--- config.mk ---
export PLATFORM = sky130hd
export DESIGN_NAME = display_scan_driver
export DESIGN_NICKNAME = d
export VERILOG_FILES = /design/src/rtl/clock_display_pkg.sv /design/src/rtl/bcd_to_7seg.sv /design/src/rtl/display_scan_driver.sv
export SDC_FILE = /design/constraint.sdc
export NUM_CORES = 1
export LEC_CHECK = 0
export CAP_MARGIN = 20
export CORE_MARGIN = 4
export CORE_UTILIZATION = 45
export DETAILED_ROUTE_END_ITERATION = 8
export PLACE_DENSITY_LB_ADDON = 0.25
export SLEW_MARGIN = 20
export SYNTH_ARGS = -nofsm -noshare
export SYNTH_HDL_FRONTEND = slang
export SYNTH_SLANG_ARGS = --single-unit
--- constraint.sdc ---
create_clock -name i_clk -period 8.75 [get_ports i_clk]
set_clock_uncertainty 0.15 [all_clocks]
set_input_delay 1.3125 -clock i_clk [delete_from_list [all_inputs] [get_ports i_clk]]
set_output_delay 1.3125 -clock i_clk [all_outputs]
set_load 0.005 [all_outputs]
--- src/rtl/clock_display_pkg.sv ---
// Shared constants and state encoding for the clock display scan path.
package clock_display_pkg;

  localparam int NUM_DIGITS = 6;

  localparam logic [6:0] SEG_0    = 7'h3F;
  localparam logic [6:0] SEG_1    = 7'h06;
  localparam logic [6:0] SEG_2    = 7'h5B;
  localparam logic [6:0] SEG_3    = 7'h4F;
  localparam logic [6:0] SEG_4    = 7'h66;
  localparam logic [6:0] SEG_5    = 7'h6D;
  localparam logic [6:0] SEG_6    = 7'h7D;
  localparam logic [6:0] SEG_7    = 7'h07;
  localparam logic [6:0] SEG_8    = 7'h7F;
  localparam logic [6:0] SEG_9    = 7'h6F;
  localparam logic [6:0] SEG_DASH = 7'h40;

  typedef enum logic [1:0] {
    IDLE  = 2'd0,
    BLANK = 2'd1,
    ON    = 2'd2
  } scan_state_t;

endpackage

--- src/rtl/bcd_to_7seg.sv ---
// Combinational BCD to 7-segment decoder, segments {g,f,e,d,c,b,a} active-high.
module bcd_to_7seg
  import clock_display_pkg::*;
(
  input  logic [3:0] i_bcd,
  output logic [6:0] o_seg
);

  always_comb begin
    o_seg = SEG_DASH;
    case (i_bcd)
      4'd0:    o_seg = SEG_0;
      4'd1:    o_seg = SEG_1;
      4'd2:    o_seg = SEG_2;
      4'd3:    o_seg = SEG_3;
      4'd4:    o_seg = SEG_4;
      4'd5:    o_seg = SEG_5;
      4'd6:    o_seg = SEG_6;
      4'd7:    o_seg = SEG_7;
      4'd8:    o_seg = SEG_8;
      4'd9:    o_seg = SEG_9;
      default: o_seg = SEG_DASH;
    endcase
  end

endmodule

--- src/rtl/display_scan_driver.sv ---
// Six-digit multiplexed 7-segment scan driver with per-frame input snapshot.
// Optional LEADING_ZERO_BLANK_EN: blank the hours-tens digit when it is zero.
//
// state | meaning
// IDLE  | display dark, waiting for i_enable
// BLANK | all digits off ahead of the current digit
// ON    | current digit lit from the frame snapshot
module display_scan_driver
  import clock_display_pkg::*;
#(
  parameter int BLANK_CYCLES = 16,
  parameter int ON_CYCLES    = 240
) (
  input  logic       i_clk,
  input  logic       i_reset,
  input  logic       i_enable,
  input  logic [3:0] i_hours_h_bcd,
  input  logic [3:0] i_hours_l_bcd,
  input  logic [3:0] i_minutes_h_bcd,
  input  logic [3:0] i_minutes_l_bcd,
  input  logic [3:0] i_seconds_h_bcd,
  input  logic [3:0] i_seconds_l_bcd,
  input  logic [5:0] i_dp_segs,
  output logic [6:0] o_segments,
  output logic       o_dp,
  output logic [5:0] o_digit_en,
  output logic       o_frame_stb
);

  localparam int MAX_CYC = (BLANK_CYCLES > ON_CYCLES) ? BLANK_CYCLES : ON_CYCLES;
  localparam int CNT_W   = $clog2(MAX_CYC + 1);
  localparam logic [CNT_W-1:0] BLANK_LOAD = CNT_W'(BLANK_CYCLES - 1);
  localparam logic [CNT_W-1:0] ON_LOAD    = CNT_W'(ON_CYCLES - 1);
  localparam logic [2:0]       LAST_IDX   = 3'(NUM_DIGITS - 1);

  scan_state_t r_state, w_next_state;
  logic [2:0]  r_idx, w_next_idx;
  logic [CNT_W-1:0] r_cnt, w_next_cnt;
  logic        w_load_snap;

  logic [4*NUM_DIGITS-1:0] r_snap_bcd;
  logic [NUM_DIGITS-1:0]   r_snap_dp;

  logic [3:0] w_cur_bcd;
  logic [6:0] w_dec_seg;
  logic       w_lit;
  logic       w_blank_lz;
  logic       w_frame_end;

  logic [6:0]            r_segments;
  logic                  r_dp;
  logic [NUM_DIGITS-1:0] r_digit_en;
  logic                  r_frame_stb;

  // Phase counter counts down to zero; terminal count ends the phase.
  always_comb begin
    w_next_state = r_state;
    w_next_idx   = r_idx;
    w_next_cnt   = r_cnt;
    w_load_snap  = 1'b0;
    if (!i_enable) begin
      w_next_state = IDLE;
      w_next_idx   = 3'd0;
      w_next_cnt   = '0;
    end else begin
      case (r_state)
        IDLE: begin
          w_next_state = BLANK;
          w_next_idx   = 3'd0;
          w_next_cnt   = BLANK_LOAD;
          w_load_snap  = 1'b1;
        end
        BLANK: begin
          if (r_cnt == '0) begin
            w_next_state = ON;
            w_next_cnt   = ON_LOAD;
          end else begin
            w_next_cnt = r_cnt - CNT_W'(1);
          end
        end
        ON: begin
          if (r_cnt == '0) begin
            w_next_state = BLANK;
            w_next_cnt   = BLANK_LOAD;
            if (r_idx == LAST_IDX) begin
              w_next_idx  = 3'd0;
              w_load_snap = 1'b1;
            end else begin
              w_next_idx = r_idx + 3'd1;
            end
          end else begin
            w_next_cnt = r_cnt - CNT_W'(1);
          end
        end
        default: begin
          w_next_state = IDLE;
          w_next_idx   = 3'd0;
          w_next_cnt   = '0;
        end
      endcase
    end
  end

  always_ff @(posedge i_clk or posedge i_reset) begin
    if (i_reset) begin
      r_state    <= IDLE;
      r_idx      <= 3'd0;
      r_cnt      <= '0;
      r_snap_bcd <= '0;
      r_snap_dp  <= '0;
    end else begin
      r_state <= w_next_state;
      r_idx   <= w_next_idx;
      r_cnt   <= w_next_cnt;
      if (w_load_snap) begin
        r_snap_bcd <= {i_hours_h_bcd, i_hours_l_bcd, i_minutes_h_bcd,
                       i_minutes_l_bcd, i_seconds_h_bcd, i_seconds_l_bcd};
        r_snap_dp  <= i_dp_segs;
      end
    end
  end

  // Outputs are registered from the next state, so they track the state the FSM is in.
  // The snapshot never changes on entry to ON, so the current snapshot is safe to decode.
  assign w_cur_bcd = r_snap_bcd[{w_next_idx, 2'b00} +: 4];

  bcd_to_7seg u_dec (
    .i_bcd (w_cur_bcd),
    .o_seg (w_dec_seg)
  );

`ifdef LEADING_ZERO_BLANK_EN
  assign w_blank_lz = (w_next_idx == LAST_IDX) && (r_snap_bcd[4*NUM_DIGITS-1 -: 4] == 4'd0);
`else
  assign w_blank_lz = 1'b0;
`endif

  assign w_lit       = (w_next_state == ON);
  assign w_frame_end = w_lit && (w_next_idx == LAST_IDX) && (w_next_cnt == '0);

  always_ff @(posedge i_clk or posedge i_reset) begin
    if (i_reset) begin
      r_segments  <= '0;
      r_dp        <= 1'b0;
      r_digit_en  <= '0;
      r_frame_stb <= 1'b0;
    end else begin
      r_segments  <= (w_lit && !w_blank_lz) ? w_dec_seg : '0;
      r_dp        <= w_lit && !w_blank_lz && r_snap_dp[w_next_idx];
      r_digit_en  <= w_lit ? (NUM_DIGITS'(1) << w_next_idx) : '0;
      r_frame_stb <= w_frame_end;
    end
  end

  assign o_segments  = r_segments;
  assign o_dp        = r_dp;
  assign o_digit_en  = r_digit_en;
  assign o_frame_stb = r_frame_stb;

endmodule

==> results.cfg <==
[status]
status = finished clean

[power_and_ir_drop]
irDropWorstVdd_mv = 0.172
p_total_mw = 1.06
p_per_area_nw_per_um2 = 283
p_leak_nw = 1.57

[cts]
cts_tree = yes
clkSlewWorstSetupHoldPaths_ns = 0.07
cts_buffer_depth = 2
cts-root-buf = clkbuf_8
cts_resized = 0
cts_made_buffers = 9
post_cts_buffers = 0
htree_levels = 3
cts.sinks = 58
clk_latency_ns = 0.33
hold_buffers = 0

[place]
hpwlAfterDp_um = 4600
place_ws_ns = 4.25
globalplace.congestion = 0.816
dpl_cell_area_sq_um = 3550
port_buffers = 47

[worst_hold_path]
hold_path_depth = 1
min_to = r_snap_bcd[12]
hold_path.startpoint = r_snap_bcd[12]
hp-class = reg -> reg

[finish]
fill_cells = 578
syn_to_final_growth_pct = 23.6
multi_input_area_sq_um = 1480
ff_latch_area_sq_um = 1450
num_antenna_cells = 0
fin_area_sq_um = 3750
nNetsFinal = 353
drive_gt1_share_pct = 22.5

[sta]
max_slew_margin_pct = 48.9
worst_slew_pin_slew_ns = 0.764
rsz0062_at_grt = no
fin_crit_sh_pct = 48.3
layout_min_cycle_time_ns = 4.23
worst_slack_ns = 4.52
setup-violations-final = 0
drv_slew = 0
tns_ns = 0
hold_viol_final = 0
fmax_mhz = 237

[floorplanning]
core-area_sq_um = 6460
dieArea_sq_um = 8110
die-width_um = 90.1
die_h_um = 90.1
io_pins = 48
rows = 29
initial_utilization_pct = 46.9

[worst_setup_path]
crit_required_ns = 8.86
cp-start-kind = flop
r2r-start = r_cnt[0]
arrival_ns = 4.34
r2r_cells = 12
end_kind = flop
crit_type = reg -> reg
crit_fanout = 9
reg2reg_to = o_segments[5]
reg2reg_setup_slack_ns = 4.52

[logic_synthesis]
synth_edf_count = 0
synth_top_cells_by_area = dfrtp_1 48%, mux2_2 12%, ha_1 4.1%
synth_cells = 260
synth_ff_type = dfrtp_1
ys_seq_area_share_pct = 47.9
yosys_warnings = 0
synthDistinctLibCells = 62
synth_area_sq_um = 3030
synth.top_cell.area_share_pct = 47.9
postSynthAreaPerCell_sq_um = 11.7
synth_common_cells = 58 x dfrtp_1, 31 x mux2_2, 19 x nor2_1
synth_nets = 303
yosysMostFrequentCell = dfrtp_1
ys_ff_latch = 58
yosys.area.top_type = dfrtp_1
synth-async-reset-ratio_pct = 100

[global_routing]
grt_pass1_vias = 2191
overflow = 0
antenna_found_initial = 0
grt_usage_pct = 15.9
grt_max_degree = 59
grt_pass1_wl_um = 10400

[drt]
drtIter0Drc = 95
ant_nets = 0
wirelength_um = 6180
vias = 2202
route.detailed.drc = 0
wl_per_cell_um = 15.8
drtPass1Iterations = 4
vias_per_cell = 5.62

[job]
drv_cap = 0
critical path: stages, from the launching register on:
cell and delay, ns:
dfrtp_1 0.41, inv_1 0.10, ha_1 0.30, or4b_1 0.69, or4_4 0.61, a21oi_4 0.26
nand2_2 0.15, or3_1 0.37, o2111ai_2 0.19, inv_1 0.13, ha_1 0.22, or4_1 0.51
o21ai_1 0.08
registers in the layout (all words and copies together) (netlist names), 2 cells and up:
| register | flops |
|---|---|
| o_segments | 7 |
| r_snap_bcd | 24 |
| r_cnt | 8 |
| r_idx | 3 |
| r_snap_dp | 6 |
| o_digit_en | 6 |
| r_state | 2 |
where the power goes:
group	internal (mW)	leakage [nW]	switching (mW)
registers	0.359	0.732	0.0672
clock network	0.131	0.0990	0.106
logic	0.193	0.735	0.206
total	0.682	1.57	0.380
placed cells by master, fill, tap and decap left out, drive strengths merged, types with 2 or more instances in the layout:
master          n
o221ai          4
a31oi           4
o41ai           2
and2            2
nor4            2
a21o            4
nor2           19
o2111ai         2
or2b            2
clkinv          5
mux2           31
or3             4
clkbuf          9
or4b            2
a21oi          10
clkdlybuf4s50  47
buf             2
nand3           7
inv            10
o21a            3
mux2i           6
nor3           11
dfrtp          58
o221a           2
nor2b           3
or4             3
a311oi          2
ha             10
nand2          13
xnor2           3
o21ai          14
per-layer routing:
| layer | global-route usage [%] | up-vias | share of wire, % |
|---|---|---|---|
| met5 | 0 | - | 0 |
| met4 | 6.51 | 0 | 2.0 |
| met3 | 4.92 | 11 | 5.5 |
| met2 | 24.0 | 60 | 46 |
| met1 | 21.3 | 1064 | 47 |
| li1 | - | 1067 | - |
worst max path at each step:
stage,start,endpoint,slack [ns],cells past startpoint
floorplan,r_cnt[0],o_segments[5],5.01,13
global placement,i_enable,o_segments[5],4.36,10
detailed placement,i_enable,o_segments[5],4.25,10
CTS,r_cnt[0],o_segments[5],4.54,12
global route,r_cnt[0],o_segments[5],4.21,11
finish,r_cnt[0],o_segments[5],4.52,12
final cells by class:
type	count	area share, %
clock buffers	9	3.31
clock inverters	7	1.87
inverters	10	1.00
multi-input cells	182	39.6
flip-flops and latches	58	38.7
well taps	77	2.57
repair buffers	49	13.0
kinds of logic after synthesis:
group                      count (synthesis)  synth area share (%)
buffers and inverters                     20                  3.30
muxes                                     37                  13.5
xor gates and xnor gates                   3                 0.867
adders and majority gates                 10                  4.13
and+or+nand+nor                           73                  13.3
AOI/OAI and AO/OA                         59                  17.0
DFF                                       58                  47.9
through the flow:
step / util (%) / hold slack [ns] / cells
floorplan: - / 0.324 / 260
global placement: 55.0 / 0.340 / 376
detailed placement: 55.0 / 0.344 / 376
CTS: 58.0 / 0.362 / 392
global route: 58.0 / 0.375 / 392
finish: 58.0 / 0.359 / 392
No activity file was read; power rests on OpenSTA's default activity.
